## src/rtl/seg7_scan_display_pkg.sv

```systemverilog
// Shared constants for the multiplexed 7-segment front-panel driver.
// Segment codes are active-low {g,f,e,d,c,b,a}.
package seg7_scan_display_pkg;

   localparam logic [6:0] SEG_BLANK = 7'h7F;

   localparam int SCAN_DIV_SYN = 16;
   localparam int SCAN_DIV_SIM = 2;

   // Index 15 first so HEX_SEG[n] is the code for nibble n
   localparam logic [15:0][6:0] HEX_SEG = {
      7'h0E, 7'h06, 7'h21, 7'h46,
      7'h03, 7'h08, 7'h10, 7'h00,
      7'h78, 7'h02, 7'h12, 7'h19,
      7'h30, 7'h24, 7'h79, 7'h40
   };

endpackage

```

## src/rtl/seg7_scan_display_hex_decode.sv

```systemverilog
// Combinational nibble to active-low 7-segment code.
// Thin wrapper over the shared table.
module seg7_hex_decode
   import seg7_scan_display_pkg::*;
(
   input  logic [3:0] nibble,
   output logic [6:0] seg
);

   assign seg = HEX_SEG[nibble];

endmodule

```

## src/rtl/seg7_scan_display.sv

```systemverilog
// Multiplexed common-anode hex display driver.
// Snapshots value/dp_mask on load and scans one digit per prescaler wrap.
module seg7_scan_display
   import seg7_scan_display_pkg::*;
#(
   parameter int DIGITS        = 4,
   parameter int SCAN_DIV      = SCAN_DIV_SYN,
   parameter int BLANK_LEADING = 1
) (
   input  logic                  clock,
   input  logic                  reset_n,
   input  logic [4*DIGITS-1:0]   value,
   input  logic [DIGITS-1:0]     dp_mask,
   input  logic                  load,
   output logic [DIGITS-1:0]     an,
   output logic [6:0]            seg,
   output logic                  dp
);

   localparam int IW = (DIGITS > 1) ? $clog2(DIGITS) : 1;
   localparam logic [IW-1:0] LAST = IW'(DIGITS - 1);

   logic [SCAN_DIV-1:0] cnt;
   logic                tick;
   logic [IW-1:0]       idx;
   logic [IW-1:0]       next_idx;
   logic [4*DIGITS-1:0] shadow_val;
   logic [DIGITS-1:0]   shadow_dp;

   logic [3:0]          sel_nib;
   logic                sel_dp;
   logic                sel_hi_zero;
   logic [DIGITS-1:0]   hi_zero;
   logic                blank;
   logic [6:0]          dec_seg;

   assign tick = &cnt;

   always_comb begin
      next_idx = idx;
      if (tick) begin
         next_idx = (idx == LAST) ? '0 : idx + 1'b1;
      end
   end

   // hi_zero[i]: every shadow nibble from i upward is zero
   always_comb begin
      logic z;
      z = 1'b1;
      for (int i = DIGITS - 1; i >= 0; i--) begin
         z = z & (shadow_val[4*i +: 4] == 4'h0);
         hi_zero[i] = z;
      end
   end

   always_comb begin
      sel_nib     = '0;
      sel_dp      = 1'b0;
      sel_hi_zero = 1'b0;
      for (int i = 0; i < DIGITS; i++) begin
         if (next_idx == IW'(i)) begin
            sel_nib     = shadow_val[4*i +: 4];
            sel_dp      = shadow_dp[i];
            sel_hi_zero = hi_zero[i];
         end
      end
   end

   assign blank = (BLANK_LEADING != 0) && (next_idx != '0)
                  && sel_hi_zero && !sel_dp;

   seg7_hex_decode u_dec (
      .nibble (sel_nib),
      .seg    (dec_seg)
   );

   always_ff @(posedge clock or negedge reset_n) begin
      if (!reset_n) begin
         cnt <= '0;
         idx <= LAST;
      end else begin
         cnt <= cnt + 1'b1;
         idx <= next_idx;
      end
   end

   always_ff @(posedge clock or negedge reset_n) begin
      if (!reset_n) begin
         shadow_val <= '0;
         shadow_dp  <= '0;
      end else if (load) begin
         shadow_val <= value;
         shadow_dp  <= dp_mask;
      end
   end

   // Decoded from the pre-load shadow, so load+tick shows old data
   always_ff @(posedge clock or negedge reset_n) begin
      if (!reset_n) begin
         an  <= '1;
         seg <= SEG_BLANK;
         dp  <= 1'b1;
      end else if (tick) begin
         if (blank) begin
            an  <= '1;
            seg <= SEG_BLANK;
            dp  <= 1'b1;
         end else begin
            an  <= ~(DIGITS'(1) << next_idx);
            seg <= dec_seg;
            dp  <= ~sel_dp;
         end
      end
   end

endmodule

```

## config.mk

```make
export PLATFORM = sky130hd
export DESIGN_NAME = seg7_scan_display
export DESIGN_NICKNAME = d
export VERILOG_FILES = /design/src/rtl/seg7_scan_display_pkg.sv /design/src/rtl/seg7_scan_display_hex_decode.sv /design/src/rtl/seg7_scan_display.sv
export SDC_FILE = /design/constraint.sdc
export NUM_CORES = 1
export LEC_CHECK = 0
export BUFFER_PORTS_ARGS = -buffer_cell sky130_fd_sc_hd__buf_4
export CORE_MARGIN = 3
export CORE_UTILIZATION = 57
export CTS_CLUSTER_DIAMETER = 50
export DETAILED_ROUTE_END_ITERATION = 16
export GPL_ROUTABILITY_DRIVEN = 0
export PLACE_DENSITY = 0.78
export SLEW_MARGIN = 15
export SYNTH_ARGS = -nofsm -noshare
export SYNTH_HDL_FRONTEND = slang
export SYNTH_SLANG_ARGS = --single-unit
```

## constraint.sdc

```tcl
create_clock -name clock -period 3.7 [get_ports clock]
set_input_delay 1.11 -clock clock [delete_from_list [all_inputs] [get_ports clock]]
set_output_delay 1.11 -clock clock [all_outputs]
set_load 0.01 [all_outputs]
```

* Word-level counts from Yosys, hierarchy flattened *
Memory sizes are Yosys's and may differ from the RTL's.
Cells that the tools add are included.

storage, ports and cells
  bits in registers = 50
  ROM bits = 112
  memories kept = 1
  input port bits = 23
  logic and storage cells = 49
  output and inout port bits = 12

memories
  name              words  width  read ports  clocked after memory_dff  write ports  line                                text
  (name not given)  16     7      1           0                         0            seg7_scan_display_hex_decode.sv:10  assign seg = HEX_SEG[nibble];

operators by class
  reductions and logical operators = 10
  $add $sub $neg = 2
  shift operators = 1
  bitwise operators = 5
  mux-type cells = 18
  eq/ne operators = 4
  order comparisons = 1

operator list
  cell                                                         number
  two-way mux 4 bit                                            5
  adder 16 x 1 -> 16 bit (second input constant)               1
  logical NOT 4 bit                                            4
  AND reduction 16 bit                                         1
  two-way mux 7 bit                                            2
  two-way mux 1 bit                                            9
  equality test 2 bit (second input constant)                  3
  less-than comparator 4 x 5 -> 1 bit (second input constant)  1
  two-way mux 2 bit                                            2
  NOT 4 bit                                                    1
  << shifter 1 x 2 -> 4 bit (first input constant)             1
  AND 1 bit                                                    3
  adder 2 x 1 -> 2 bit (second input constant)                 1
  equality test 2 x 1 -> 1 bit (second input constant)         1
  logical AND 1 bit                                            2
  logical NOT 2 bit                                            1
  nonzero test 2 bit                                           1
  logical NOT 1 bit                                            1
  NOT 1 bit                                                    1

* Longest topological paths before layout *
  word-level depth = 11
  gate-level depth with buffers = 13
  depth with buffers taken out = 12

* Modules after synthesis *
From an unflattened synthesis, not the netlist that was laid out.

unflattened totals
  cells, all modules = 213
  area total of the unflattened synthesis = 2527.4 um^2

modules (own cells, without submodules)
  module             instances  sequential area each (um^2)  area an instance (um^2)  cells an instance
  seg7_scan_display  1          1268.7                       2252.2                   181
  seg7_hex_decode    1          0.0                          275.3                    32

* Least setup slack after synthesis *
Ideal clock, no wire load.

  kind = reg-to-reg
  start = register cnt[0]
  end = register seg[3]
  stages on the path, launching flop included = 12
  data arrival time = 3.065 ns
  setup time = 0.080 ns
  buffers on the path = 0
  setup slack = 0.555 ns
  data required time = 3.620 ns
  period minus slack after synthesis = 3.145 ns
  cell sequence = dfrtp_1 > ha_1 > nand3_2 > or3_4 > nor2_8 > mux2i_4 > mux2i_1 > inv_1 > ha_1 > inv_1 > mux4_2 > o22a_1

on the way
  word-level cells in the longest chain between the ends = 10
  elaborated cells between the ends (all ways) = 25
  those cells by class = 3 x eq/ne; 15 x mux; 6 x reduce/logical; 1 x memory

RTL lines
  item                                                                          line                                                         text
  start: declaration                                                            seg7_scan_display.sv:23                                      logic [SCAN_DIV-1:0] cnt;
  start signal: assignment                                                      seg7_scan_display.sv:82                                      cnt <= cnt + 1'b1;
  AND reduction 16 bit *                                                        seg7_scan_display.sv:37                                      assign tick = &cnt;
  two-way mux 2 bit                                                             seg7_scan_display.sv:41                                      if (tick) begin
  logical NOT 2 bit                                                             seg7_scan_display.sv:61                                      if (next_idx == IW'(i)) begin
  two-way mux 4 bit or two-way mux 1 bit (tied branches) (4 in series)          seg7_scan_display.sv:61
  memory read (16 x 7 bit), or another cell as far along                        --
  two-way mux 7 bit (not written as such) or logical AND 1 bit (tied branches)  seg7_scan_display_hex_decode.sv:10, seg7_scan_display.sv:70
  two-way mux 7 bit                                                             seg7_scan_display.sv:104                                     if (blank) begin
  end signal: assignment                                                        seg7_scan_display.sv:110                                     seg <= dec_seg;
  end: declaration                                                              seg7_scan_display.sv:16                                      output logic [6:0] seg,

Every way passes the cells marked *; elsewhere a longest branch is shown, timed or not. The select of a mux whose other input is x is not followed.
A chain may end at the register's enable or synchronous reset.

* Worst setup path after layout *
Same ends and word-level chain as after synthesis.

==> metrics.md <==
| Metric | Value |
|---|---|
| Initial antenna violation count | 0 |
| Routed Antenna Nets | 0 |
| Slew Viols, Final | 0 |
| Tightest Pin Transition | 611 ps |
| CTS tree | yes |
| Starting density of the core | 0.604 |
| Outcome | finished clean |
| Die span in y | 74.9 um |
| Worst slack, placed | 333 ps |
| Multi-input combinational cell area | 0.00135 mm2 |
| Register area share after synthesis | 0.469 |
| Placed cells | 312 |
| Top FF cell, synth | dfrtp_1 |
| Sequential power share | 0.540 |
| Synthesis-stage register bit count | 50 |
| Startpoint types | register |
| DR vias/cell | 5.76 |
| Worst hold-check path type | register to register |
| IO Count | 35 |
| Switching part of the total power | 0.233 |
| Final setup vio count | 0 |
| PwrDens | 354 mW/mm2 |
| Synth top area share | 0.333 |
| Layout cell share with drive strength beyond 1 | 0.332 |
| VDD IR-drop max | 280 uV |
| Final Hold Fails | 0 |
| Clock Latency Late Sink | 300 ps |
| # DRC | 0 |
| Clock root cell | clkbuf_8 |
| Final wirelength | 4790 um |
| Highest Clock Rate | 298 MHz |
| Die Footprint | 0.00561 mm2 |
| Total power | 1.10 mW |
| Clock Sinks | 50 |
| CTS resizes | 0 |
| HPWL after DPL | 3620 um |
| # diodes | 0 |
| Port bufs | 34 |
| Ys async rst share | 1.00 |
| Vias in the first global route | 1816 |
| Register area | 0.00127 mm2 |
| Fin worst setup slack | 339 ps |
| WL/cell | 15.0 um |
| Via count | 1842 |
| Switching pwr | 0.256 mW |
| Combinational group share of total power | 0.123 |
| Number of cell rows | 24 |
| Filler cells | 345 |
| Clock Pin Slew Worst Setup and Hold Paths | 90 ps |
| Hold path depth | 1 |
| CTS Hold Bufs | 0 |
| Avg Inst Size Synth | 11.7 um2 |
| First-pass GRT wire length | 8360 um |
| Count of synthesis-stage warnings from yosys | 0 |
| Pre-antenna DRT Iters | 4 |
| Leakage | 1.48 nW |
| Critical Path Fanout Max | 8 |
| NumNets Final | 298 |
| Biggest area consumer among synthesized cells | dfrtp_1 |
| R2R cell count | 11 |
| Cells after synthesis | 231 |
| Dpl cell area | 0.00300 mm2 |
| Relative slew margins | 0.593 |
| Final Cycle Share | 0.908 |
| Clock skew | 6.60 ps |
| Area of the core | 0.00447 mm2 |
| Finished Cell Area | 0.00311 mm2 |
| Most common cell in the netlist | dfrtp_1 |
| Distinct cells, synth | 43 |
| Setup TNS | 0 ps |
| Post-Syn Nets | 262 |
| EDFF count, synth | 0 |
| Hold WS | 480 ps |
| Largest net degree at the start of global routing | 51 |
| Crit path capture type | register |
| Clock Power Share | 0.338 |
| Gr usage total | 0.193 |
| Final core utilization | 0.694 |
| Minimum clock period | 3360 ps |
| Longest Clk Path Bufs | 2 |
| Initial DRC count | 82 |
| Die width | 74.9 um |
| Synthesized cell area | 0.00270 mm2 |
| WP data required | 3940 ps |
| H-tree levels | 2 |
| Area Growth Syn to Fin | 14.9% |
| Crit path DAT | 3600 ps |
| Maxcap violations | 0 |
| Internal | 0.843 mW |
| Setup bufs post-CTS | 0 |
| Final std cells w/o fill | 320 |
| RSZ-0062 raised after global routing | false |
| Main area contributors after synthesis | dfrtp_1 33%, dfstp_2 14%, mux2_2 8.7% |
| GR Overflow Total | 0 |
| Post-synth top cells | 36 x dfrtp_1, 21 x mux2_2, 19 x nand2_1, 15 x nor2_1, 14 x dfstp_2 |
| CTS buffer count | 5 |
| Path type of the worst setup path | register to register |
## area by class of cell
| class | instances | share of cell area |
|---|---|---|
| multi-input combinational | 163 | 0.434 |
| sequential | 50 | 0.409 |
| timing repair buffer | 38 | 0.0919 |
| clock buffer | 7 | 0.0246 |
| tap | 52 | 0.0210 |
| inverter | 9 | 0.0109 |
| clock inverter | 1 | 0.00967 |
## power by group through the flow
stage | combinational, mW | sequential (mW) | clock, mW
floorplan | 0.0920 | 0.595 | 0
global placement | 0.134 | 0.602 | 0
detailed placement | 0.137 | 0.603 | 0
CTS | 0.137 | 0.593 | 0.385
global route | 0.153 | 0.596 | 0.404
finish | 0.135 | 0.593 | 0.371
## routing by layer
| layer | global-route usage | vias to the layer above | part of all wire |
|---|---|---|---|
| li1 | - | 900 | - |
| met1 | 0.270 | 898 | 0.47 |
| met2 | 0.305 | 38 | 0.48 |
| met3 | 0.0360 | 6 | 0.045 |
| met4 | 0.0593 | 0 | 0.014 |
| met5 | 0 | - | 0 |
## path summary, 6_finish.rpt
kind,from,to,slack (ps)
hold / removal,cnt[0],cnt[0],480
setup / recovery,cnt[0],seg[3],340
setup reg to reg,cnt[0],seg[3],340
max in group asynchronous,reset_n,shadow_dp[1],2470
hold reg to reg,cnt[0],cnt[0],480
min in group asynchronous,reset_n,cnt[7],820
## state kept, by name, summed over array words and instances, names as in the netlist
register and flops:
dp 1, idx 2, shadow_dp 4, shadow_val 16
seg 7, an 4, cnt 16
## worst max-delay path, cell delays in order, from the launching register on
cell     delay (ps)
dfrtp_1         390
ha_1            210
nand3_2         120
or3_4           440
nor2_8          210
mux2i_4         380
mux2i_1         410
inv_1           170
ha_1            330
inv_1            40
mux4_2          430
o22a_1          160
## cell families (layout without fill, tap and decap cells)
kind of cell,after synthesis,in the layout,share of synthesized area
simple gates,70,70,0.143
flops,50,50,0.469
mux,38,38,0.166
compound gates,29,29,0.0944
xor+xnor,18,18,0.0583
buf+inv,18,55,0.0329
fa+ha+maj,8,8,0.0370
## placed cells by master, fill, tap and decap left out, types with 2 or more instances in the layout
| cell | n |
|---|---|
| a211oi_1 | 3 |
| a21oi_1 | 3 |
| a22oi_1 | 6 |
| a311oi_1 | 3 |
| and2_1 | 2 |
| and3_1 | 2 |
| and4_1 | 4 |
| buf_4 | 38 |
| clkbuf_1 | 2 |
| clkbuf_8 | 5 |
| dfrtp_1 | 36 |
| dfstp_2 | 14 |
| ha_1 | 8 |
| inv_1 | 9 |
| mux2_2 | 21 |
| mux2i_1 | 13 |
| mux2i_4 | 2 |
| nand2_1 | 19 |
| nand2b_1 | 7 |
| nand3_1 | 5 |
| nor2_1 | 15 |
| nor2b_1 | 2 |
| nor3_1 | 3 |
| nor4_1 | 2 |
| o22a_1 | 2 |
| o32a_1 | 8 |
| xnor2_1 | 9 |
| xor2_1 | 9 |
No activity file was read; power rests on OpenSTA's default activity.
